File: src/rtl/vga_pkg.sv
// Shared constants and types for the VGA framebuffer arbiter.
// Contents: FB_ADDR_W, PIX_W, clr_state_t, wr_pix_t (FIFO entry).
package vga_pkg;

    localparam int FB_ADDR_W = 19;
    localparam int PIX_W     = 24;

    typedef enum logic [1:0] {
        IDLE,
        CLR_DRAIN,
        CLR_SWEEP
    } clr_state_t;

    typedef struct packed {
        logic [FB_ADDR_W-1:0] addr;
        logic [PIX_W-1:0]     data;
    } wr_pix_t;

endpackage

File: src/rtl/vga_wr_fifo.sv
// Synchronous FIFO buffering writer pixels until the RAM port is idle.
// Ports: clk, reset (async, active-low), push/din, pop, full, empty, head.
module vga_wr_fifo #(
    parameter int DEPTH = 4,
    parameter int W     = 43
) (
    input  logic         clk,
    input  logic         reset,
    input  logic         push,
    input  logic         pop,
    input  logic [W-1:0] din,
    output logic         full,
    output logic         empty,
    output logic [W-1:0] head
);

    localparam int AW = $clog2(DEPTH);

    // Pointers carry one extra wrap bit to tell full from empty.
    logic [AW:0]  r_wptr;
    logic [AW:0]  r_rptr;
    logic [W-1:0] r_mem [DEPTH];

    always_ff @(posedge clk or negedge reset) begin
        if (!reset) begin
            r_wptr <= '0;
            r_rptr <= '0;
        end else begin
            if (push) r_wptr <= r_wptr + (AW+1)'(1);
            if (pop)  r_rptr <= r_rptr + (AW+1)'(1);
        end
    end

    always_ff @(posedge clk) begin
        if (push) r_mem[r_wptr[AW-1:0]] <= din;
    end

    assign empty = (r_wptr == r_rptr);
    assign full  = (r_wptr[AW] != r_rptr[AW]) &&
                   (r_wptr[AW-1:0] == r_rptr[AW-1:0]);
    assign head  = r_mem[r_rptr[AW-1:0]];

endmodule

File: src/rtl/vga_fb_arbiter.sv
// Single-port framebuffer arbiter: display reads win, writer pixels drain
// from a FIFO into idle slots, optional clear engine (VGA_FB_ARB_CLEAR_EN).
// Ports: clk, reset (async, active-low); disp_req/disp_addr -> disp_data,
// disp_dvalid; wr_valid/wr_addr/wr_data -> wr_ready; clear_start,
// clear_color -> clear_busy; ram_addr/ram_we/ram_wdata, ram_rdata.
module vga_fb_arbiter
    import vga_pkg::*;
#(
    parameter int WFIFO_DEPTH = 4,
    parameter int FB_WORDS    = 327680
) (
    input  logic                 clk,
    input  logic                 reset,
    input  logic                 disp_req,
    input  logic [FB_ADDR_W-1:0] disp_addr,
    output logic [PIX_W-1:0]     disp_data,
    output logic                 disp_dvalid,
    input  logic                 wr_valid,
    output logic                 wr_ready,
    input  logic [FB_ADDR_W-1:0] wr_addr,
    input  logic [PIX_W-1:0]     wr_data,
    input  logic                 clear_start,
    input  logic [PIX_W-1:0]     clear_color,
    output logic                 clear_busy,
    output logic [FB_ADDR_W-1:0] ram_addr,
    output logic                 ram_we,
    output logic [PIX_W-1:0]     ram_wdata,
    input  logic [PIX_W-1:0]     ram_rdata
);

    wr_pix_t                w_push_pix;
    wr_pix_t                w_head;
    logic                   w_full;
    logic                   w_empty;
    logic                   w_push;
    logic                   w_pop;
    logic                   w_clr_wr;
    logic [FB_ADDR_W-1:0]   w_clr_addr;
    logic [PIX_W-1:0]       w_clr_data;
    logic                   r_dvalid;

    assign disp_data   = ram_rdata;
    assign disp_dvalid = r_dvalid;

    always_ff @(posedge clk or negedge reset) begin
        if (!reset) r_dvalid <= 1'b0;
        else        r_dvalid <= disp_req;
    end

    assign w_push_pix = '{addr: wr_addr, data: wr_data};
    assign wr_ready   = !w_full && !clear_busy;
    assign w_push     = wr_valid && wr_ready;
    assign w_pop      = !disp_req && !w_empty;

    vga_wr_fifo #(
        .DEPTH (WFIFO_DEPTH),
        .W     ($bits(wr_pix_t))
    ) u_fifo (
        .clk   (clk),
        .reset (reset),
        .push  (w_push),
        .pop   (w_pop),
        .din   (w_push_pix),
        .full  (w_full),
        .empty (w_empty),
        .head  (w_head)
    );

`ifdef VGA_FB_ARB_CLEAR_EN
    localparam logic [FB_ADDR_W-1:0] CLR_LAST = FB_ADDR_W'(FB_WORDS - 1);

    clr_state_t           r_state;
    clr_state_t           w_state_nxt;
    logic [FB_ADDR_W-1:0] r_clr_cnt;
    logic [FB_ADDR_W-1:0] w_clr_cnt_nxt;
    logic [PIX_W-1:0]     r_clr_color;
    logic [PIX_W-1:0]     w_clr_color_nxt;

    always_ff @(posedge clk or negedge reset) begin
        if (!reset) begin
            r_state     <= IDLE;
            r_clr_cnt   <= '0;
            r_clr_color <= '0;
        end else begin
            r_state     <= w_state_nxt;
            r_clr_cnt   <= w_clr_cnt_nxt;
            r_clr_color <= w_clr_color_nxt;
        end
    end

    always_comb begin
        w_state_nxt     = r_state;
        w_clr_cnt_nxt   = r_clr_cnt;
        w_clr_color_nxt = r_clr_color;
        w_clr_wr        = 1'b0;
        unique case (r_state)
            IDLE: begin
                if (clear_start) begin
                    w_state_nxt     = CLR_DRAIN;
                    w_clr_cnt_nxt   = '0;
                    w_clr_color_nxt = clear_color;
                end
            end
            CLR_DRAIN: begin
                if (w_empty) w_state_nxt = CLR_SWEEP;
            end
            CLR_SWEEP: begin
                // Sweep only advances on slots the display leaves free.
                if (!disp_req && w_empty) begin
                    w_clr_wr = 1'b1;
                    if (r_clr_cnt == CLR_LAST) begin
                        w_state_nxt   = IDLE;
                        w_clr_cnt_nxt = '0;
                    end else begin
                        w_clr_cnt_nxt = r_clr_cnt + FB_ADDR_W'(1);
                    end
                end
            end
            default: w_state_nxt = IDLE;
        endcase
    end

    assign clear_busy = (r_state != IDLE);
    assign w_clr_addr = r_clr_cnt;
    assign w_clr_data = r_clr_color;
`else
    logic w_unused;

    assign w_unused   = ^{clear_start, clear_color, (FB_WORDS > 0)};
    assign clear_busy = 1'b0;
    assign w_clr_wr   = 1'b0;
    assign w_clr_addr = '0;
    assign w_clr_data = '0;
`endif

    // Grant mux: display read, then FIFO head, then clear sweep.
    always_comb begin
        ram_addr  = '0;
        ram_we    = 1'b0;
        ram_wdata = '0;
        if (disp_req) begin
            ram_addr = disp_addr;
        end else if (!w_empty) begin
            ram_we    = 1'b1;
            ram_addr  = w_head.addr;
            ram_wdata = w_head.data;
        end else if (w_clr_wr) begin
            ram_we    = 1'b1;
            ram_addr  = w_clr_addr;
            ram_wdata = w_clr_data;
        end
    end

endmodule

File: config.mk
export PLATFORM = sky130hd
export DESIGN_NAME = vga_fb_arbiter
export DESIGN_NICKNAME = d
export VERILOG_FILES = /design/src/rtl/vga_pkg.sv /design/src/rtl/vga_wr_fifo.sv /design/src/rtl/vga_fb_arbiter.sv
export SDC_FILE = /design/constraint.sdc
export NUM_CORES = 1
export LEC_CHECK = 0
export BUFFER_PORTS_ARGS = -buffer_cell sky130_fd_sc_hd__buf_2
export CAP_MARGIN = 20
export CELL_PAD_IN_SITES_DETAIL_PLACEMENT = 1
export CELL_PAD_IN_SITES_GLOBAL_PLACEMENT = 1
export CORE_MARGIN = 4
export CORE_UTILIZATION = 50
export CTS_BUF_LIST = sky130_fd_sc_hd__clkbuf_2 sky130_fd_sc_hd__clkbuf_4 sky130_fd_sc_hd__clkbuf_8
export CTS_CLUSTER_DIAMETER = 150
export CTS_CLUSTER_SIZE = 8
export DETAILED_ROUTE_END_ITERATION = 8
export MAX_ROUTING_LAYER = met4
export PLACE_DENSITY = 0.95
export SLEW_MARGIN = 20
export SYNTH_ARGS = -nofsm -noshare
export SYNTH_HDL_FRONTEND = slang
export SYNTH_SLANG_ARGS = --single-unit
export TNS_END_PERCENT = 30
File: constraint.sdc
create_clock -name clk -period 4.3 [get_ports clk]
set_clock_uncertainty 0.05 [all_clocks]
set_input_delay 0.43 -clock clk [delete_from_list [all_inputs] [get_ports clk]]
set_output_delay 0.43 -clock clk [all_outputs]
set_load 0.005 [all_outputs]
Yosys cells after proc, flatten, opt, wreduce, memory -nomap -nowiden
Memory sizes are Yosys's and may differ from the RTL's. Index checks and enable logic that the tools add are counted.

Memory bits (writable): 172. Bits in read-only memories: 0. Memories kept: 1. Input bits: 115. Word-level logic and storage cells: 23. Output and inout port bits: 71. Bits in latches: 0. Register bits after elaboration: 7.

Reductions and logical operators: 6. $lt $le $gt $ge: 0. Multiplexer cells: 8. Add/sub/neg operators: 2. Shifts and indexed selects: 0. Divide/modulo/power cells: 0. Bitwise operators: 0. Multipliers: 0. Eq/ne operators: 3.

Memory list: u_fifo.r_mem (depth 4, width 43, rd ports 1, clocked after Yosys merged registers in 0, write ports 1, line vga_wr_fifo.sv:22) `logic [W-1:0] r_mem [DEPTH];`.

Operators with widths (number): $mux 24 (2); $mux 19 (2); $add 3x1->3 const B (2); $mux 1 (4); $eq 3x3->1 (1); $logic_and 1x1->1 (3); $logic_not 1->1 (3); $eq 2x2->1 (1); $ne 1x1->1 (1).

Longest topological paths before layout
Gate-level depths: netlist of run 1.

Depth after elaboration: 6. Depth in mapped cells: 5. Depth with buffers taken out: 3.

By module
A second synthesis of run 1 with hierarchy kept.

Cells, all modules: 336. Area, all modules: 7209.4 sq um.

By module, submodules not included: vga_wr_fifo (cells each 255, seq. area each 5315.1 sq um, instances 1, area an instance 6611.3 sq um); vga_fb_arbiter (cells each 81, seq. area each 25.0 sq um, instances 1, area an instance 598.1 sq um).

Worst setup path after synthesis of run 1
Ideal clock, no wire load.

Path kind: reg2reg. Start point: register u_fifo.r_rptr[2]. End point: memory u_fifo.r_mem[0][0] (enable). Arrival: 2.046 ns. Library setup time: 0.405 ns. Data required time: 3.845 ns. Path slack: 1.799 ns. Period minus slack after synthesis: 2.501 ns. Stages on the path, launching flop included: 4. Buffers on the path: 0. Cell sequence: dfrtp_1 xnor2_1 o31a_1 and2_1.

Word-level cells in the longest chain between the ends: 6.

Ends and longest elaborated chain: from (decl) (line vga_wr_fifo.sv:21) `logic [AW:0] r_rptr;`; from (signal assigned) (line vga_wr_fifo.sv:30) `if (pop) r_rptr <= r_rptr + (AW+1)'(1);`; $ne 1x1->1 (line vga_wr_fifo.sv:39) `assign full = (r_wptr[AW] != r_rptr[AW]) &&`; $logic_and 1x1->1 (line vga_wr_fifo.sv:39); $logic_not 1->1 (line vga_fb_arbiter.sv:51) `assign wr_ready = !w_full && !clear_busy;`; $logic_and 1x1->1 (line vga_fb_arbiter.sv:52) `assign w_push = wr_valid && wr_ready;`; $mux 1 (line vga_wr_fifo.sv:35) `if (push) r_mem[r_wptr[AW-1:0]] <= din;`; $mux 1 (implied by the code) (line vga_wr_fifo.sv:35); to (decl) (line vga_wr_fifo.sv:22).

No other way between the ends.

Worst setup path in the final report of run 1
Start point: register u_fifo.r_rptr[1]. End point: output ram_wdata[11].

Word-level cells in the longest chain between the ends: 3. Elaborated cells between the ends (all ways): 4. Those cells by class: 1 x eq/ne; 2 x mux; 1 x memory.

Ends and longest elaborated chain: $mem_v2 4x43 / $eq 3x3->1 (equally long branches); $mux 24 (*) (line vga_fb_arbiter.sv:143) `end else if (!w_empty) begin`; $mux 24 (*) (line vga_fb_arbiter.sv:141) `if (disp_req) begin`; to (decl) (line vga_fb_arbiter.sv:27) `output logic [PIX_W-1:0] ram_wdata,`.

Every way passes the cells marked *; elsewhere a longest branch is shown, timed or not.

==> flow_summary.toml, run 1 <==
[sta]
rsz0062_at_grt = "false"
setup_viol = 0
min_period_ns = 3.21
fmax_mhz = 312
max_slew_margin_pct = 37.7
post-route-period-util_pct = 74.6
finalMaxSlewViolations = 0
finalHoldViolCount = 0
fin_hold_ws_ns = 0.153
tns_ns = 0
tightestPinTransition_ns = 0.935

[cts]
cts_setup_buffers = 0
numCtsBuffers = 17
cts_tree = "yes"
clkLatencyLatePin_ns = 0.43
hold_buffers = 1
root_buffer = "clkbuf_8"
clock_tree.buffer_depth = 2
htree_levels = 4
cts.reportedPaths.clkPinSlew_ns = 0.09
ctsResizeCount = 0
cts_sinks = 179

[worst_setup_path]
critPathRequiredTime_ns = 3.82
crit_path_end_kind = "output port"
cp.arrival_ns = 2.73
cp-start-kind = "flip-flop"
cpPeakStageDelay_ns = 0.79
crit_path_max_fanout = 30
crit_type = "flip-flop to output port"
slowest_stage = "a31oi_4"
crit_chain = "xnor2_1 > a31oi_4 > buf_4 > and2_1 > buf_2"

[detailed_routing]
dr_total_vias = 3487
drtIter0Drc = 275
routed_via_density = 5.57
drt_wl_total_um = 14300
ant_nets = 0
wire_per_inst_um = 22.9
dr.pass1.iters = 4
drcViolationCount = 0

[synthesis]
ys_seq_elements = 179
synth.distinct_cells = 20
syn_area_um2 = 7180
ys_seq_area_share_pct = 74.4
syn_inst = 336
synth_nets = 456
synth_warnings = 0
avgSynthCellArea_um2 = 21.4

[placement]
dpl.hpwl_um = 9220
routabilityCongestion = 0.734
dp.cells = 592
io_buffer_count = 111
postPlaceCellArea_um2 = 7720

[die]
die_area_um2 = 16300
dieHeight_um = 128
initial_core_util_pct = 51.3
die_w_um = 128
ioPinCount = 186
num_rows = 43
core_um2 = 14000

[job]
drv_cap = 0

[pwr]
power_leakage_nw = 2.90
ir_worst_vdd_uv = 314
p_per_area_nw_per_um2 = 649

[finish]
fin_nets = 552
post-route-util_pct = 58.0
fin_area_um2 = 8110
syn_to_final_growth_pct = 13.1
fin_cells = 626
fillers = 1280
drive_gt1_share_pct = 44.7

[grt]
grt_pass1_wl_um = 22200
antenna_found_initial = 1
grt_pass1_vias = 3969
gr-total-overflow = 0
grt_use_total_pct = 18.9
grt_max_degree = 44

[outcome]
status = "completed"

[hold_path]
hp-class = "input port to flip-flop"
layout by cell type (no fill, tap or decap):
cell type        n
edfxtp_1       172
buf_2          111
mux4_2          43
and2_1          24
clkbuf_8        20
a22o_1          19
xnor2_1          6
clkinv_2         6
clkbuf_4         6
buf_4            6
ha_1             5
dfrtp_1          5
xor2_1           4
inv_1            3
and2_2           2
mux2_1           2
diode_2          1
a31oi_4          1
nand3_1          1
o31a_1           1
and2_4           1
o311ai_1         1
o311ai_0         1
conb_1           1
bufinv_16        1
dlygate4sd3_1    1
dfrtp_4          1
dfrtp_2          1
cells in the mapped netlist:
library cell  number  share of area, %
conb_1             1             0.052
mux2_1             2              0.31
and2_1            27               2.4
ha_1               5              0.87
buf_6              3              0.47
nand3_1            1             0.070
buf_4             28               2.9
buf_2              5              0.35
o311ai_1           1              0.12
xnor2_1            6              0.73
xor2_1             4              0.49
clkbuf_1           5              0.26
mux4_2            43                13
o311ai_0           1              0.12
a22o_1            19               2.3
inv_1              4              0.21
edfxtp_1         172                72
a31oi_4            1              0.30
o31a_1             1              0.12
dfrtp_1            7               2.4
worst max-delay path: cells and delay by family, from the launching register on:
family	cells	cell delay, ns
buffers and inverters	2	0.47
xor gates and xnor gates	1	0.21
DFF	1	0.63
and+or+nand+nor	1	0.17
AOI/OAI and AO/OA	1	0.79
per-layer routing:
layer | vias to the layer above | GRT usage, % | wire, µm
met5 | - | - | 0
met4 | 0 | 6.93 | 329
li1 | 1529 | - | -
met3 | 36 | 4.71 | 867
met1 | 1787 | 22.4 | 5650
met2 | 135 | 31.6 | 7490
state kept, by name (all words and copies together), names as in the netlist:
name / flops
u_fifo.r_mem: 172
disp_dvalid: 1
u_fifo.r_wptr: 3
u_fifo.r_rptr: 3
per-stage QoR:
stage | worst slack (ns) | power [mW]
6_report | 1.09 | 5.26
3_3_place_gp | 1.56 | 4.18
2_1_floorplan | 1.80 | 3.71
5_1_grt | 0.815 | 5.59
3_5_place_dp | 1.49 | 4.29
4_1_cts | 0.980 | 5.36
layout make-up:
cell class,instances,area (µm²),share of cell area (%)
antenna,1,2.50,0.0308
clock buffer,26,320,3.95
clock inverter,6,55.1,0.679
inverter,4,16.3,0.200
multi-input combinational,112,1540,19.0
sequential,179,5350,65.9
tap,180,225,2.78
timing repair buffer,118,611,7.53
power breakdown:
part	switching, mW	internal [mW]
sequential	0.181	2.37
combinational	0.844	0.808
clock	0.528	0.539
total	1.55	3.71
final timing paths:
path	from	to	slack [ns]	depth (start not counted)
min in group asynchronous	reset	disp_dvalid	0.32	2
worst max register to register	u_fifo.r_rptr[0]	u_fifo.r_mem[3][38]	1.46	3
max in group asynchronous	reset	u_fifo.r_rptr[0]	3.68	2
worst max-delay path	u_fifo.r_rptr[1]	ram_wdata[11]	1.09	5
worst min-delay path	wr_data[13]	u_fifo.r_mem[0][13]	0.15	1
worst min register to register	u_fifo.r_wptr[2]	u_fifo.r_wptr[2]	0.53	1
cell families after synthesis:
group	share of synthesized area (%)
AO/OA/AOI/OAI	2.98
flip-flops	74.4
multiplexers	13.8
AND/OR/NAND/NOR	2.42
XOR/XNOR	1.22
adder cells (fa/ha/maj)	0.872
other	0.0523
buffers and inverters	4.22
Power figures use the tool's default switching activity.
==> run 2, diff against run 1 <==
CORE_UTILIZATION = 42   (was 50)
PLACE_DENSITY = 0.9   (was 0.95)
clock period = 2.7 ns   (was 4.3 ns; I/O delays follow)
==> flow_summary.toml, run 2 (synthesis gave the netlist of run 1 again) <==
[pwr]
clockPowerShare_pct = 20.9
power_leakage_nw = 3.11
p_per_area_nw_per_um2 = 998
intPower_mw = 6.04
switching_share_pct = 30.7
pwr-share-seq_pct = 45.5
fin_total_pwr_mw = 8.71
ir_worst_vdd_uv = 577
comb_power_share_pct = 33.6
p_switching_mw = 2.67

[worst_setup_path]
cpPeakStageDelay_ns = 0.58
reg2regPathDepth = 4
crit_chain = "buf_4 > mux4_2 > a22o_1 > buf_2"
crit_path_end_kind = "output port"
crit_type = "flip-flop to output port"
cp.arrival_ns = 2.23
crit_path_max_fanout = 19
critPathRequiredTime_ns = 2.38
cp-start-kind = "flip-flop"
slowest_stage = "mux4_2"

[finish]
layout_common_cells = "edfxtp_1, buf_2, dlygate4sd3_1"
post-route-util_pct = 52.4
drive_gt1_share_pct = 41.5
multi_input_area_um2 = 1540
fillers = 1527
largest_reg_flops = 172
fin_nets = 601
syn_to_final_growth_pct = 21.6
layout_commonest_cell = "edfxtp_1"
register_area_um2 = 5350

[grt]
gr-total-overflow = 0
grt_pass1_vias = 4237
antenna_found_initial = 0
grt_max_degree = 44
grt_use_total_pct = 17.3
grt_pass1_wl_um = 24600

[cts]
htree_levels = 4
cts_tree = "yes"
root_buffer = "clkbuf_8"
clock_tree.buffer_depth = 2
clkLatencyLatePin_ns = 0.45
numCtsBuffers = 17
cts.reportedPaths.clkPinSlew_ns = 0.10
cts_sinks = 179

[sta]
tns_ns = 0
max_slew_margin_pct = 65.6
finalHoldViolCount = 0
finalMaxSlewViolations = 0
min_period_ns = 2.55
tightestPinTransition_ns = 0.509
fin_ws_ns = 0.153
post-route-period-util_pct = 94.3
fmax_mhz = 393
setup_viol = 0
rsz0062_at_grt = "false"

[die]
ioPinCount = 186
num_rows = 47
die_area_um2 = 19200
die_w_um = 139
dieHeight_um = 139
core_um2 = 16600
initial_core_util_pct = 43.1

[placement]
io_buffer_count = 111
routabilityCongestion = 0.702
post-place-ws_ns = 0.607
dpl.hpwl_um = 9650

[job]
drv_cap = 0

[detailed_routing]
drtIter0Drc = 217
drcViolationCount = 0
dr.pass1.iters = 5
routed_via_density = 5.19
drt_wl_total_um = 15700
wire_per_inst_um = 22.0
ant_nets = 0
dr_total_vias = 3712

[outcome]
status = "completed"

[hold_path]
whs_path_depth = 3
hp-class = "input port to flip-flop"
## run 2: changes by cell type in the layout (fill, tap and decap cells not counted), sizes merged
cell,delta
dlygate4sd3,+43
clkbuf,-9
clkinvlp,+3
bufinv,+1
buf,+6
inv,+5
## run 2: area by class of cell
type                            count  area share [%]
Antenna cell                        1          0.0287
Clock buffer                       17            2.68
Clock inverter                     15            1.81
Inverter                            4           0.172
Multi-Input combinational cell    112            17.6
Sequential cell                   179            61.2
Tap cell                          220            3.15
Timing Repair Buffer              167            13.3
## run 2: metal layers
metal  share of wire, %  global-route usage [%]
met1                 41                    20.8
met2                 53                    28.9
met3                4.1                    3.90
met4                2.8                    6.75
met5                  0                       -
## run 2: final timing paths
path | slack [ns] | from | to
min in group asynchronous | 0.15 | reset | disp_dvalid
max | 0.15 | u_fifo.r_rptr[0] | ram_addr[7]
min reg2reg | 0.51 | u_fifo.r_wptr[2] | u_fifo.r_wptr[2]
min | 0.14 | wr_valid | u_fifo.r_wptr[2]
max in group asynchronous | 2.26 | reset | u_fifo.r_rptr[0]
max reg2reg | 0.68 | u_fifo.r_rptr[2] | u_fifo.r_mem[0][15]
## run 2: per-stage QoR
stage,hold slack (ns),std cells,area [µm²]
final,0.144,715,8730
after global routing,0.122,714,8720
after CTS,0.110,714,8720
after detailed placement,0.0716,638,7890
after global placement,0.0675,638,7890
after floorplan,-0.0756,336,7180
## run 2: power groups by stage
| stage | combinational [mW] | clock [mW] | sequential (mW) |
|---|---|---|---|
| 3_5_place_dp | 2.95 | 0 | 4.04 |
| 6_report | 2.92 | 1.82 | 3.97 |
| 3_3_place_gp | 2.88 | 0 | 3.97 |
| 2_1_floorplan | 1.96 | 0 | 3.94 |
| 5_1_grt | 3.22 | 2.02 | 4.02 |
| 4_1_cts | 3.02 | 1.86 | 3.98 |
## run 2: worst max-delay path, delay by kind of cell, from the launching register on
| kind | cells | cell delay [ns] |
|---|---|---|
| AO/OA/AOI/OAI | 1 | 0.21 |
| buffers and inverters | 2 | 0.51 |
| flip-flops | 1 | 0.48 |
| multiplexers | 1 | 0.58 |
## run 2: repair_timing
action                    4_1_cts  5_1_grt
gates resized for setup         0        0
hold buffers                   44        0
buffers inserted                0        0
hold endpoints to repair      179        0
==> run 3, diff against run 2 <==
ABC_AREA = 1   (was default)
CORE_ASPECT_RATIO = 2   (was default)
CORE_UTILIZATION = 39   (was 42)
==> flow_summary.toml, run 3 <==
[pwr]
power_leakage_nw = 4.23
p_switching_mw = 3.68
ir_worst_vdd_uv = 465
p_per_area_nw_per_um2 = 1010
intPower_mw = 5.95
comb_power_share_pct = 37.8
switching_share_pct = 38.2
pwr-share-seq_pct = 40.2
clockPowerShare_pct = 22.0

[worst_setup_path]
reg2regPathDepth = 7
slowest_stage = "dfrtp_1"
cpPeakStageDelay_ns = 0.44
cp.arrival_ns = 2.22
crit_chain = "inv_1 > nand2_1 > nand2_2 > nand3_4 > nand2_8 > nor2_1 > buf_2"
r2r-end = "u_fifo.r_mem[1][18]"
crit_path_max_fanout = 28
critPathRequiredTime_ns = 2.38
crit_path_end_kind = "output port"
cp-start-kind = "flip-flop"
worstReg2RegStart = "u_fifo.r_wptr[0]"
r2r_slack_ns = 0.54
crit_type = "flip-flop to output port"

[hold_path]
whs_path_depth = 3
holdPathEnd = "u_fifo.r_wptr[0]"
hold_start = "wr_valid"
hp-class = "input port to flip-flop"

[die]
dieHeight_um = 211
num_rows = 73
die_area_um2 = 23000
core_um2 = 20000
initial_core_util_pct = 40.0
die_w_um = 109
ioPinCount = 186

[sta]
post-route-period-util_pct = 94.2
tightestPinTransition_ns = 0.609
fmax_mhz = 393
finalMaxSlewViolations = 0
setup_viol = 0
finalHoldViolCount = 0
rsz0062_at_grt = "false"
max_slew_margin_pct = 59.4
fin_ws_ns = 0.156
min_period_ns = 2.54

[detailed_routing]
drtIter0Drc = 358
dr_total_vias = 5783
dr.pass1.iters = 6
ant_nets = 0
wire_per_inst_um = 18.0
drcViolationCount = 0
drt_wl_total_um = 21400
routed_via_density = 4.88

[grt]
grt_pass1_wl_um = 33000
antenna_found_initial = 1
grt_util_met3_pct = 2.63
use_met1_pct = 20.6
gr-total-overflow = 0
grt-busiest-layer = "met2"
grt_pass1_vias = 6154
grt_use_total_pct = 19.7
grt_max_degree = 88
grt.met2_usage_pct = 36.1

[placement]
io_buffer_count = 111
routabilityCongestion = 0.758
dpl.hpwl_um = 13100
post-place-ws_ns = 0.506

[finish]
register_area_um2 = 5350
syn_to_final_growth_pct = 19.6
fin_nets = 1030
largest_reg_flops = 172
layout_commonest_cell = "nand2_1"
multi_input_area_um2 = 1880
fillers = 2233
drive_gt1_share_pct = 19.5
post-route-util_pct = 47.9
layout_common_cells = "nand2_1, edfxtp_1, nor2_1, buf_2, inv_1"

[synthesis]
yosys-top-cells-count = "nand2_1, edfxtp_1, nor2_1"
synth_edf_count = 172
syn_inst = 781
synthArstFlopShare_pct = 3.91
synth.distinct_cells = 23
synth_flop_cell = "edfxtp_1"
yosysTopAreaCell = "edfxtp_1"
synth_nets = 901
ys_seq_area_share_pct = 66.7
synth.most_common_cell = "nand2_1"
ys_seq_elements = 179
netlist.area_leader.share_pct = 64.5
syn_area_um2 = 8010
avgSynthCellArea_um2 = 10.3
synth.area.top_cells = "edfxtp_1, nand2_1, nor2_1, inv_1, nand3_1"
synth_warnings = 0

[cts]
cts_sinks = 179
cts_tree = "yes"
htree_levels = 4
root_buffer = "clkbuf_8"
clock_tree.buffer_depth = 2
clkLatencyLatePin_ns = 0.46
cts.reportedPaths.clkPinSlew_ns = 0.10
numCtsBuffers = 17

[outcome]
status = "completed"

[job]
drv_cap = 0
run 3: changes by cell type after synthesis, sizes merged, moves of 43 or more:
| cell | change |
|---|---|
| nand2 | +185 |
| nor2 | +123 |
| inv | +109 |
| nand3 | +64 |
| o21ai | +48 |
| mux4 | -43 |
run 3: power groups by stage:
stage / Sequential [mW] / Combinational (mW) / Clock (mW)
floorplan: 3.87 / 2.39 / 0
global placement: 3.88 / 3.42 / 0
detailed placement: 3.92 / 3.59 / 0
CTS: 3.86 / 3.67 / 2.14
global route: 3.91 / 4.10 / 2.27
finish: 3.87 / 3.64 / 2.12
run 3: layout make-up:
class | count | share of cell area (%)
clock buffers | 17 | 2.44
inverters | 113 | 4.46
flip-flops and latches | 179 | 55.8
clock inverters | 15 | 2.38
diodes | 1 | 0.0261
well taps | 262 | 3.42
multi-input cells | 428 | 19.6
repair buffers | 171 | 11.8
run 3: what timing repair did:
action | in CTS | in global routing
hold buffers | 44 | 0
resized for setup | 1 | 1
hold endpoints to repair | 179 | 0
setup endpoints to repair | 3 | 2
setup buffers | 0 | 0
pin swaps | 0 | 0
run 3: cells by family (layout without fill, tap and decap cells):
group,Yosys count,count (layout),share of synthesized area (%)
xor gates and xnor gates,1,1,0.109
adders and majority gates,5,5,0.781
other,1,2,0.0468
and+or+nand+nor,373,373,19.2
buffers and inverters,174,316,10.2
AOI/OAI and AO/OA,48,48,3.00
DFF,179,179,66.7
run 3: metrics by stage:
| step | TNS (ns) | power, mW | hold slack, ns | cell area, µm² | instances |
|---|---|---|---|---|---|
| after floorplan | -68.58 | 6.27 | -0.0756 | 8010 | 781 |
| after global placement | 0 | 7.30 | 0.0841 | 8660 | 1109 |
| after detailed placement | 0 | 7.52 | 0.0927 | 8660 | 1109 |
| after CTS | 0 | 9.68 | 0.0319 | 9570 | 1185 |
| after global routing | 0 | 10.3 | 0.0486 | 9580 | 1186 |
| final | 0 | 9.63 | 0.0566 | 9580 | 1186 |
run 3: worst max path at each step:
stage	startpoint	to	slack, ns	depth (start not counted)
floorplan	u_fifo.r_rptr[1]	u_fifo.r_mem[0][0]	-0.53	6
global placement	u_fifo.r_wptr[0]	ram_wdata[23]	0.57	7
detailed placement	u_fifo.r_wptr[0]	ram_wdata[23]	0.51	7
CTS	u_fifo.r_wptr[0]	ram_wdata[23]	0.13	7
global route	u_fifo.r_wptr[0]	ram_wdata[20]	0.006	7
finish	u_fifo.r_wptr[0]	ram_wdata[20]	0.16	7
run 3: worst max-delay path: cells and delay by family (launching register included):
| kind | cells | cell delay [ns] |
|---|---|---|
| buf+inv | 2 | 0.30 |
| flops | 1 | 0.44 |
| simple gates | 5 | 0.99 |
run 3: routing by layer:
metal  share of wire, %  up-vias
met5                  0        -
met2                 57      123
met4                3.0        0
met1                 36     2865
met3                3.3       56
li1                   -     2739
